==> src/rtl/rd_port_arbiter_9_if.sv <==
// Request/response bundle between nine read requesters and the shared
// register-file read-port arbiter.
interface rd_port_arbiter_9_if #(
  parameter int WIDTH = 6
) ();
  logic [8:0]         rd_req;
  logic [9*WIDTH-1:0] rd_addr_in;
  logic               rd_stall;
  logic [8:0]         gnt;
  logic [8:0]         port_sel;
  logic               rd_en;
  logic [WIDTH-1:0]   rd_addr;
  logic [8:0]         data_valid;
  logic [2:0]         inflight_cnt;

  modport master (
    output rd_req, rd_addr_in, rd_stall,
    input  gnt, port_sel, rd_en, rd_addr, data_valid, inflight_cnt
  );

  modport slave (
    input  rd_req, rd_addr_in, rd_stall,
    output gnt, port_sel, rd_en, rd_addr, data_valid, inflight_cnt
  );
endinterface

==> src/rtl/rd_port_arbiter_9.sv <==
// Round-robin arbiter for a 9-requester register-file read port, with a
// fixed-latency return pipeline that strobes data_valid back to the winner.
module rd_port_arbiter_9 #(
  parameter int WIDTH      = 6,
  parameter int RD_LATENCY = 1
) (
  input  logic              clk,
  input  logic              rst,
  rd_port_arbiter_9_if.slave bus
);
  localparam int NPORT = 9;

  logic [3:0]                  ptr_r;
  logic [8:0]                  gnt_r;
  logic                        rd_en_r;
  logic [WIDTH-1:0]            rd_addr_r;
  logic [RD_LATENCY-1:0][8:0]  ret_pipe_r;
  logic [2:0]                  inflight_r;

  logic [8:0]       eligible_s;
  logic             win_found_s;
  logic [3:0]       win_idx_s;
  logic [4:0]       cand_sum_s;
  logic [3:0]       cand_idx_s;
  logic [WIDTH-1:0] win_addr_s;
  logic [8:0]       win_onehot_s;
  logic [3:0]       next_ptr_s;
  logic             issue_s;
  logic             returning_s;

  // Winner search: first eligible port at or above ptr, wrapping 8 -> 0.
  // The last grant is masked so a held request cannot win twice in a row.
  always_comb begin
    eligible_s  = bus.rd_req & ~gnt_r;
    win_found_s = 1'b0;
    win_idx_s   = 4'd0;
    cand_sum_s  = 5'd0;
    cand_idx_s  = 4'd0;
    for (int k = 0; k < NPORT; k++) begin
      cand_sum_s  = {1'b0, ptr_r} + 5'(k);
      cand_idx_s  = (cand_sum_s >= 5'd9) ? 4'(cand_sum_s - 5'd9) : cand_sum_s[3:0];
      win_idx_s   = (!win_found_s && eligible_s[cand_idx_s]) ? cand_idx_s : win_idx_s;
      win_found_s = win_found_s | eligible_s[cand_idx_s];
    end
  end

  // Address mux and derived grant controls for the chosen winner.
  always_comb begin
    win_addr_s = '0;
    for (int k = 0; k < NPORT; k++) begin
      win_addr_s = (4'(k) == win_idx_s) ? bus.rd_addr_in[k*WIDTH +: WIDTH] : win_addr_s;
    end
    win_onehot_s = 9'd1 << win_idx_s;
    next_ptr_s   = (win_idx_s == 4'd8) ? 4'd0 : (win_idx_s + 4'd1);
    issue_s      = win_found_s & ~bus.rd_stall;
    returning_s  = |ret_pipe_r[RD_LATENCY-1];
  end

  // Grant, read-enable, address and pointer registers.
  always_ff @(posedge clk or posedge rst) begin
    if (rst) begin
      ptr_r     <= 4'd0;
      gnt_r     <= 9'd0;
      rd_en_r   <= 1'b0;
      rd_addr_r <= '0;
    end else if (issue_s) begin
      ptr_r     <= next_ptr_s;
      gnt_r     <= win_onehot_s;
      rd_en_r   <= 1'b1;
      rd_addr_r <= win_addr_s;
    end else begin
      ptr_r     <= ptr_r;
      gnt_r     <= 9'd0;
      rd_en_r   <= 1'b0;
      rd_addr_r <= '0;
    end
  end

  // Return pipeline keeps running through stalls; reset drops in-flight reads.
  always_ff @(posedge clk or posedge rst) begin
    if (rst) begin
      ret_pipe_r <= '0;
    end else begin
      ret_pipe_r[0] <= gnt_r;
      for (int i = 1; i < RD_LATENCY; i++) begin
        ret_pipe_r[i] <= ret_pipe_r[i-1];
      end
    end
  end

  // Outstanding-read counter: issue and return in one cycle cancel out.
  always_ff @(posedge clk or posedge rst) begin
    if (rst) begin
      inflight_r <= 3'd0;
    end else begin
      case ({rd_en_r, returning_s})
        2'b10:   inflight_r <= inflight_r + 3'd1;
        2'b01:   inflight_r <= inflight_r - 3'd1;
        default: inflight_r <= inflight_r;
      endcase
    end
  end

  assign bus.gnt          = gnt_r;
  assign bus.port_sel     = gnt_r;
  assign bus.rd_en        = rd_en_r;
  assign bus.rd_addr      = rd_addr_r;
  assign bus.data_valid   = ret_pipe_r[RD_LATENCY-1];
  assign bus.inflight_cnt = inflight_r;
endmodule

==> src/flat_wrapper.sv <==
// flat-port wrapper written by rule: the top's interface ports become plain ports
module rd_port_arbiter_9_flat 
#(
  parameter int WIDTH      = 6,
  parameter int RD_LATENCY = 1
)
  (clk, rst, bus_rd_req, bus_rd_addr_in, bus_rd_stall, bus_gnt, bus_port_sel, bus_rd_en, bus_rd_addr, bus_data_valid, bus_inflight_cnt);
  rd_port_arbiter_9_if #(.WIDTH(WIDTH)) bus_i ();
  input  logic clk;
  input  logic rst;
  input wire logic [$bits(bus_i.rd_req)-1:0] bus_rd_req;
  input wire logic [$bits(bus_i.rd_addr_in)-1:0] bus_rd_addr_in;
  input wire logic [$bits(bus_i.rd_stall)-1:0] bus_rd_stall;
  output wire logic [$bits(bus_i.gnt)-1:0] bus_gnt;
  output wire logic [$bits(bus_i.port_sel)-1:0] bus_port_sel;
  output wire logic [$bits(bus_i.rd_en)-1:0] bus_rd_en;
  output wire logic [$bits(bus_i.rd_addr)-1:0] bus_rd_addr;
  output wire logic [$bits(bus_i.data_valid)-1:0] bus_data_valid;
  output wire logic [$bits(bus_i.inflight_cnt)-1:0] bus_inflight_cnt;
  assign bus_i.rd_req = bus_rd_req;
  assign bus_i.rd_addr_in = bus_rd_addr_in;
  assign bus_i.rd_stall = bus_rd_stall;
  assign bus_gnt = bus_i.gnt;
  assign bus_port_sel = bus_i.port_sel;
  assign bus_rd_en = bus_i.rd_en;
  assign bus_rd_addr = bus_i.rd_addr;
  assign bus_data_valid = bus_i.data_valid;
  assign bus_inflight_cnt = bus_i.inflight_cnt;
  rd_port_arbiter_9 #(.WIDTH(WIDTH), .RD_LATENCY(RD_LATENCY)) u_core (.clk(clk), .rst(rst), .bus(bus_i));
endmodule
==> config.mk <==
export PLATFORM = sky130hd
export DESIGN_NAME = rd_port_arbiter_9_flat
export DESIGN_NICKNAME = d
export VERILOG_FILES = /design/src/rtl/rd_port_arbiter_9_if.sv /design/src/rtl/rd_port_arbiter_9.sv /design/src/flat_wrapper.sv
export SDC_FILE = /design/constraint.sdc
export NUM_CORES = 1
export LEC_CHECK = 0
export BUFFER_PORTS_ARGS = -buffer_cell sky130_fd_sc_hd__clkbuf_2
export CAP_MARGIN = 30
export CORE_MARGIN = 5
export CORE_UTILIZATION = 26
export CTS_CLUSTER_DIAMETER = 120
export DETAILED_ROUTE_END_ITERATION = 7
export PLACE_DENSITY = 0.52
export SLEW_MARGIN = 20
export SYNTH_ARGS = -nofsm -noshare
export SYNTH_HDL_FRONTEND = slang
export SYNTH_SLANG_ARGS = --single-unit
==> constraint.sdc <==
create_clock -name clk -period 5.6 [get_ports clk]
set_input_delay 1.68 -clock clk [delete_from_list [all_inputs] [get_ports clk]]
set_output_delay 1.68 -clock clk [all_outputs]
set_load 0.02 [all_outputs]
==> reports/results.txt <==
For the upper clock frequency limit, the log shows 187 MHz. The synthesized design devotes to its leading area cell type 13.9% of total area. At the end of routability-driven placement, the weighted congestion stood at 0.982. Row count: 54.

The required time of the worst setup path was 5.76 ns; the wire length of the first global-routing pass was 37,200 um. After synthesis, the largest family of logic cells by area is compound AO/OA/AOI/OAI gates. In this design, the stage delay of the slowest critical-path cell is 0.32 ns.

The number of DRC markers after the initial detailed-route iteration is 500, and the maximum number of pins on one net before global-route repair is 40. The share of synthesized area spent on multiplexers came out at 3.96%. Dividing the detail-routed wire length by the instance count gives 19.9 um. A synthesized cell averages 7.58 sq um. The run gives 0 as the number of antenna violations at the first check in global routing. STA classifies the critical path endpoint as a register. Yosys mapped the design onto 101 distinct sky130hd cell types. The share of flip-flops with an asynchronous set or reset was 100%; the xor and xnor area share after synthesis was 2.52%. The number of primary I/O pins was 103. For the worst-case clock skew, the log shows 0.00339 ns. Sequential cell area fraction in the yosys report: 13.9%.

The synthesized design contains 0 enable-type register cells. The floorplan step defined a die boundary enclosing 25,200 sq um. By instance count, the cell type seen most on the critical path is sky130_fd_sc_hd__buf_4.

For the CTS H-tree depth, the log shows 2. After synthesis the netlist holds a flip-flop and latch count of 32. In the routed layout, each cell is associated on average with a via count of 5.61. The core box area is 21,800 sq um.

The repair_antennas step left the layout with diodes totalling 0. The logs give 19,600 um for the post-detailed-placement half-perimeter wirelength and 17.9% for the total global-route track usage. The critical-path maximum fanout is 6. Counting every net in the synthesized netlist gives 854. The number of buffers on the longest clock path is 2.

The critical path is of the in -> reg type. The floorplan step set the die width to 159 um. The vertical die dimension was 159 um.

Synthesis produced 759 cells. In the finished design, the share of the clock period the worst path needs comes to 95.6%. The run finished with clean final reports. STA classifies the critical path startpoint as an input pin.

For the number of max-slew violations in the final report, the log shows 0. Grouping stages by cell kind, the critical path spends the most delay in compound AO/OA/AOI/OAI gates. The tools report the detailed-routing iteration count for the pre-antenna-repair pass as 5. Setup repair after global routing left no endpoint under its margin. Internal reg-to-reg setup slack: 0.27 ns.

After global routing the overflow that remains totals 0. The signed area change from the synthesized netlist to the final layout works out to 32.3%. The worst slack at placement is -0.137 ns, and the final critical delay including setup and external delays is 5.35 ns. The tools report the overall routed net length as 24,200 um.

Across the run, the number of max-cap violations was 0. For the number of buffers inserted for hold repair after clock tree synthesis, the log shows 0. Clock latency on the worst-skew pair, taken at its later pin, is 0.27 ns.

In the post-synthesis netlist, the biggest area contributors are sky130_fd_sc_hd__dfrtp_1 (14%), sky130_fd_sc_hd__ha_1 (6.1%), sky130_fd_sc_hd__a21oi_1 (4.6%). The tools report the Yosys warning count as 0. The detailed-route DRC error count is 0, and the pin slew with the least headroom to its limit is 0.669 ns.

In the final design database the tool counted 1,032 nets. In the post-route analysis, the smallest setup slack over all paths is 0.246 ns. The utilization after layout was 34.9%; the number of sinks driven by the clock tree was 32. In this run the tightest slew margin relative to its limit is 54.2%.

The cell area after technology mapping is 5760 sq um, and the number of global-route vias before repair is 6,568. The count of nets left with antenna violations once routing finished came out at 0. Setup violations remaining at the end of the flow were counted as 0. Dominant cell type by area after synthesis: sky130_fd_sc_hd__dfrtp_1.

The post-synthesis compound-gate area fraction works out to 38.0%. Clock-pin slew was measured on the worst setup and hold paths at 0.05 ns. The synthesized netlist devotes 6.43% of its cell area to adder and majority cells.

For the worst setup path, the data arrival time is 5.51 ns. The most used flip-flop cell after synthesis is sky130_fd_sc_hd__dfrtp_1. The root buffer cell is sky130_fd_sc_hd__clkbuf_16. Cells with a size suffix above 1 make up 33.2% of the layout.

TritonCTS built the clock tree. The detailed router placed 6,839 vias in this run. After Yosys synthesis, and, or, nand and nor cells account for 27.4% of the synthesized area. Among all stages on the critical path, the largest delay is contributed by sky130_fd_sc_hd__o311a_1. The tools report the number of endpoints with negative hold slack in the final report as 0.

The critical path goes through clkbuf_2 -> nor2b_2 -> nand2_1 -> o2111a_1 -> a221oi_1 -> buf_4 -> a211oi_2 -> nand3_2 -> buf_4 -> nor4b_4 -> buf_4 -> nand4b_4 -> buf_4 -> a31oi_4 -> inv_2 -> ha_2 -> nor2b_1 -> buf_4 -> a221o_1 -> o21ai_0 -> nor2_1 -> a21oi_1 -> nor2_1 -> o311a_1. The critical path contains buffers and inverters numbering 7 combined. The count of buffers added on input and output ports is 102. The number of buffers added by the clock tree synthesis step is 5, and the initial core utilization is 26.4%. In this run the worst hold path is classified as reg -> reg.
==> state kept, by name, summed over array words and instances, names as in the netlist <==
name                     flops
u_core.bus.data_valid        9
u_core.bus.rd_en             1
u_core.bus.rd_addr           6
u_core.ptr_r                 4
u_core.bus.inflight_cnt      3
u_core.bus.gnt               9
==> synthesized netlist by cell type, types with 7 or more instances <==
cell / count
sky130_fd_sc_hd__a21boi_0: 10
sky130_fd_sc_hd__nand2_1: 51
sky130_fd_sc_hd__or3_1: 8
sky130_fd_sc_hd__inv_1: 26
sky130_fd_sc_hd__a211o_1: 9
sky130_fd_sc_hd__clkbuf_1: 21
sky130_fd_sc_hd__nor2b_1: 22
sky130_fd_sc_hd__mux2i_1: 16
sky130_fd_sc_hd__a22oi_1: 15
sky130_fd_sc_hd__o211ai_1: 9
sky130_fd_sc_hd__nand2b_1: 20
sky130_fd_sc_hd__a211oi_1: 19
sky130_fd_sc_hd__a21oi_1: 53
sky130_fd_sc_hd__and3_1: 12
sky130_fd_sc_hd__buf_2: 15
sky130_fd_sc_hd__nand3_1: 21
sky130_fd_sc_hd__a31oi_1: 7
sky130_fd_sc_hd__o21a_1: 9
sky130_fd_sc_hd__a221o_1: 10
sky130_fd_sc_hd__ha_1: 28
sky130_fd_sc_hd__and2_1: 14
sky130_fd_sc_hd__o21ai_0: 41
sky130_fd_sc_hd__nor3_1: 21
sky130_fd_sc_hd__o22ai_1: 13
sky130_fd_sc_hd__buf_4: 13
sky130_fd_sc_hd__nand4_1: 7
sky130_fd_sc_hd__o311a_1: 8
sky130_fd_sc_hd__dfrtp_1: 32
sky130_fd_sc_hd__xnor2_1: 7
sky130_fd_sc_hd__nor4_1: 10
sky130_fd_sc_hd__nor2_1: 59
==> worst paths after layout <==
kind / depth (start not counted) / to / startpoint
hold reg to reg: 1 / u_core.bus.inflight_cnt[2]$_DFFE_PP0P_ / u_core.bus.inflight_cnt[2]$_DFFE_PP0P_
max in group asynchronous: 3 / u_core.ptr_r[2]$_DFFE_PP0P_ / rst
hold / removal: 1 / u_core.bus.inflight_cnt[2]$_DFFE_PP0P_ / u_core.bus.inflight_cnt[2]$_DFFE_PP0P_
setup reg to reg: 23 / u_core.bus.rd_addr[3]$_DFF_PP0_ / u_core.ptr_r[0]$_DFFE_PP0P_
min in group asynchronous: 2 / u_core.bus.inflight_cnt[2]$_DFFE_PP0P_ / rst
setup / recovery: 24 / u_core.bus.rd_addr[3]$_DFF_PP0_ / bus_rd_req[0]
==> repair_timing <==
action	4_1_cts	5_1_grt
setup endpoints to repair	0	6
resized for setup	0	30
buffers inserted	0	5
==> layer usage <==
metal	wire length (um)	up-vias	track usage, %
li1	-	3271	-
met1	10500	3224	23.7
met2	11300	294	29.3
met3	1740	50	3.37
met4	728	0	6.41
met5	0	-	0
==> metrics by stage <==
| step | hold slack, ns | cell area (sq um) | instances | TNS (ns) |
|---|---|---|---|---|
| final | 0.472 | 7620 | 1218 | 0 |
| after detailed placement | 0.464 | 7280 | 1205 | -0.576 |
| after global routing | 0.492 | 7620 | 1218 | 0 |
| after CTS | 0.475 | 7440 | 1213 | 0 |
| after floorplan | 0.543 | 5810 | 759 | 0 |
| after global placement | 0.460 | 7280 | 1205 | -0.822 |
==> kinds of logic after synthesis <==
family / after synthesis
DFF: 32
and+or+nand+nor: 283
adders and majority gates: 29
muxes: 21
buffers and inverters: 86
xor gates and xnor gates: 14
AOI/OAI and AO/OA: 294
==> cell type report <==
cell class | count | area (sq um)
inverter | 29 | 116
sequential | 32 | 805
timing repair buffer | 228 | 1520
multi-input combinational | 641 | 4660
clock inverter | 2 | 35.0
clock buffer | 6 | 129
fill | 2316 | 14200
tap | 280 | 350
==> cell usage in the layout, fill, tap and decap left out, drive strengths merged, types with 7 or more instances in the layout <==
| cell | synthesis | routed |
|---|---|---|
| buf | 36 | 126 |
| clkbuf | 21 | 108 |
| nor2 | 59 | 59 |
| a21oi | 56 | 56 |
| nand2 | 51 | 51 |
| o21ai | 46 | 46 |
| dfrtp | 32 | 32 |
| ha | 28 | 28 |
| inv | 26 | 25 |
| nor2b | 24 | 24 |
| nand3 | 23 | 23 |
| nor3 | 22 | 22 |
| nand2b | 21 | 21 |
| a211oi | 21 | 21 |
| mux2i | 16 | 16 |
| a22oi | 16 | 16 |
| and2 | 14 | 14 |
| o22ai | 13 | 13 |
| and3 | 12 | 12 |
| a21boi | 12 | 12 |
| a221o | 10 | 10 |
| o211ai | 10 | 10 |
| nor4 | 10 | 10 |
| o21a | 9 | 9 |
| a211o | 9 | 9 |
| xnor2 | 9 | 9 |
| o311a | 8 | 8 |
| or3 | 8 | 8 |
| nand4 | 7 | 7 |
| a31oi | 7 | 7 |
| nor3b | 7 | 7 |
Power is left out: the tool's default activity adds up to more than one toggle a clock period on the data nets, which glitch-free logic cannot reach.
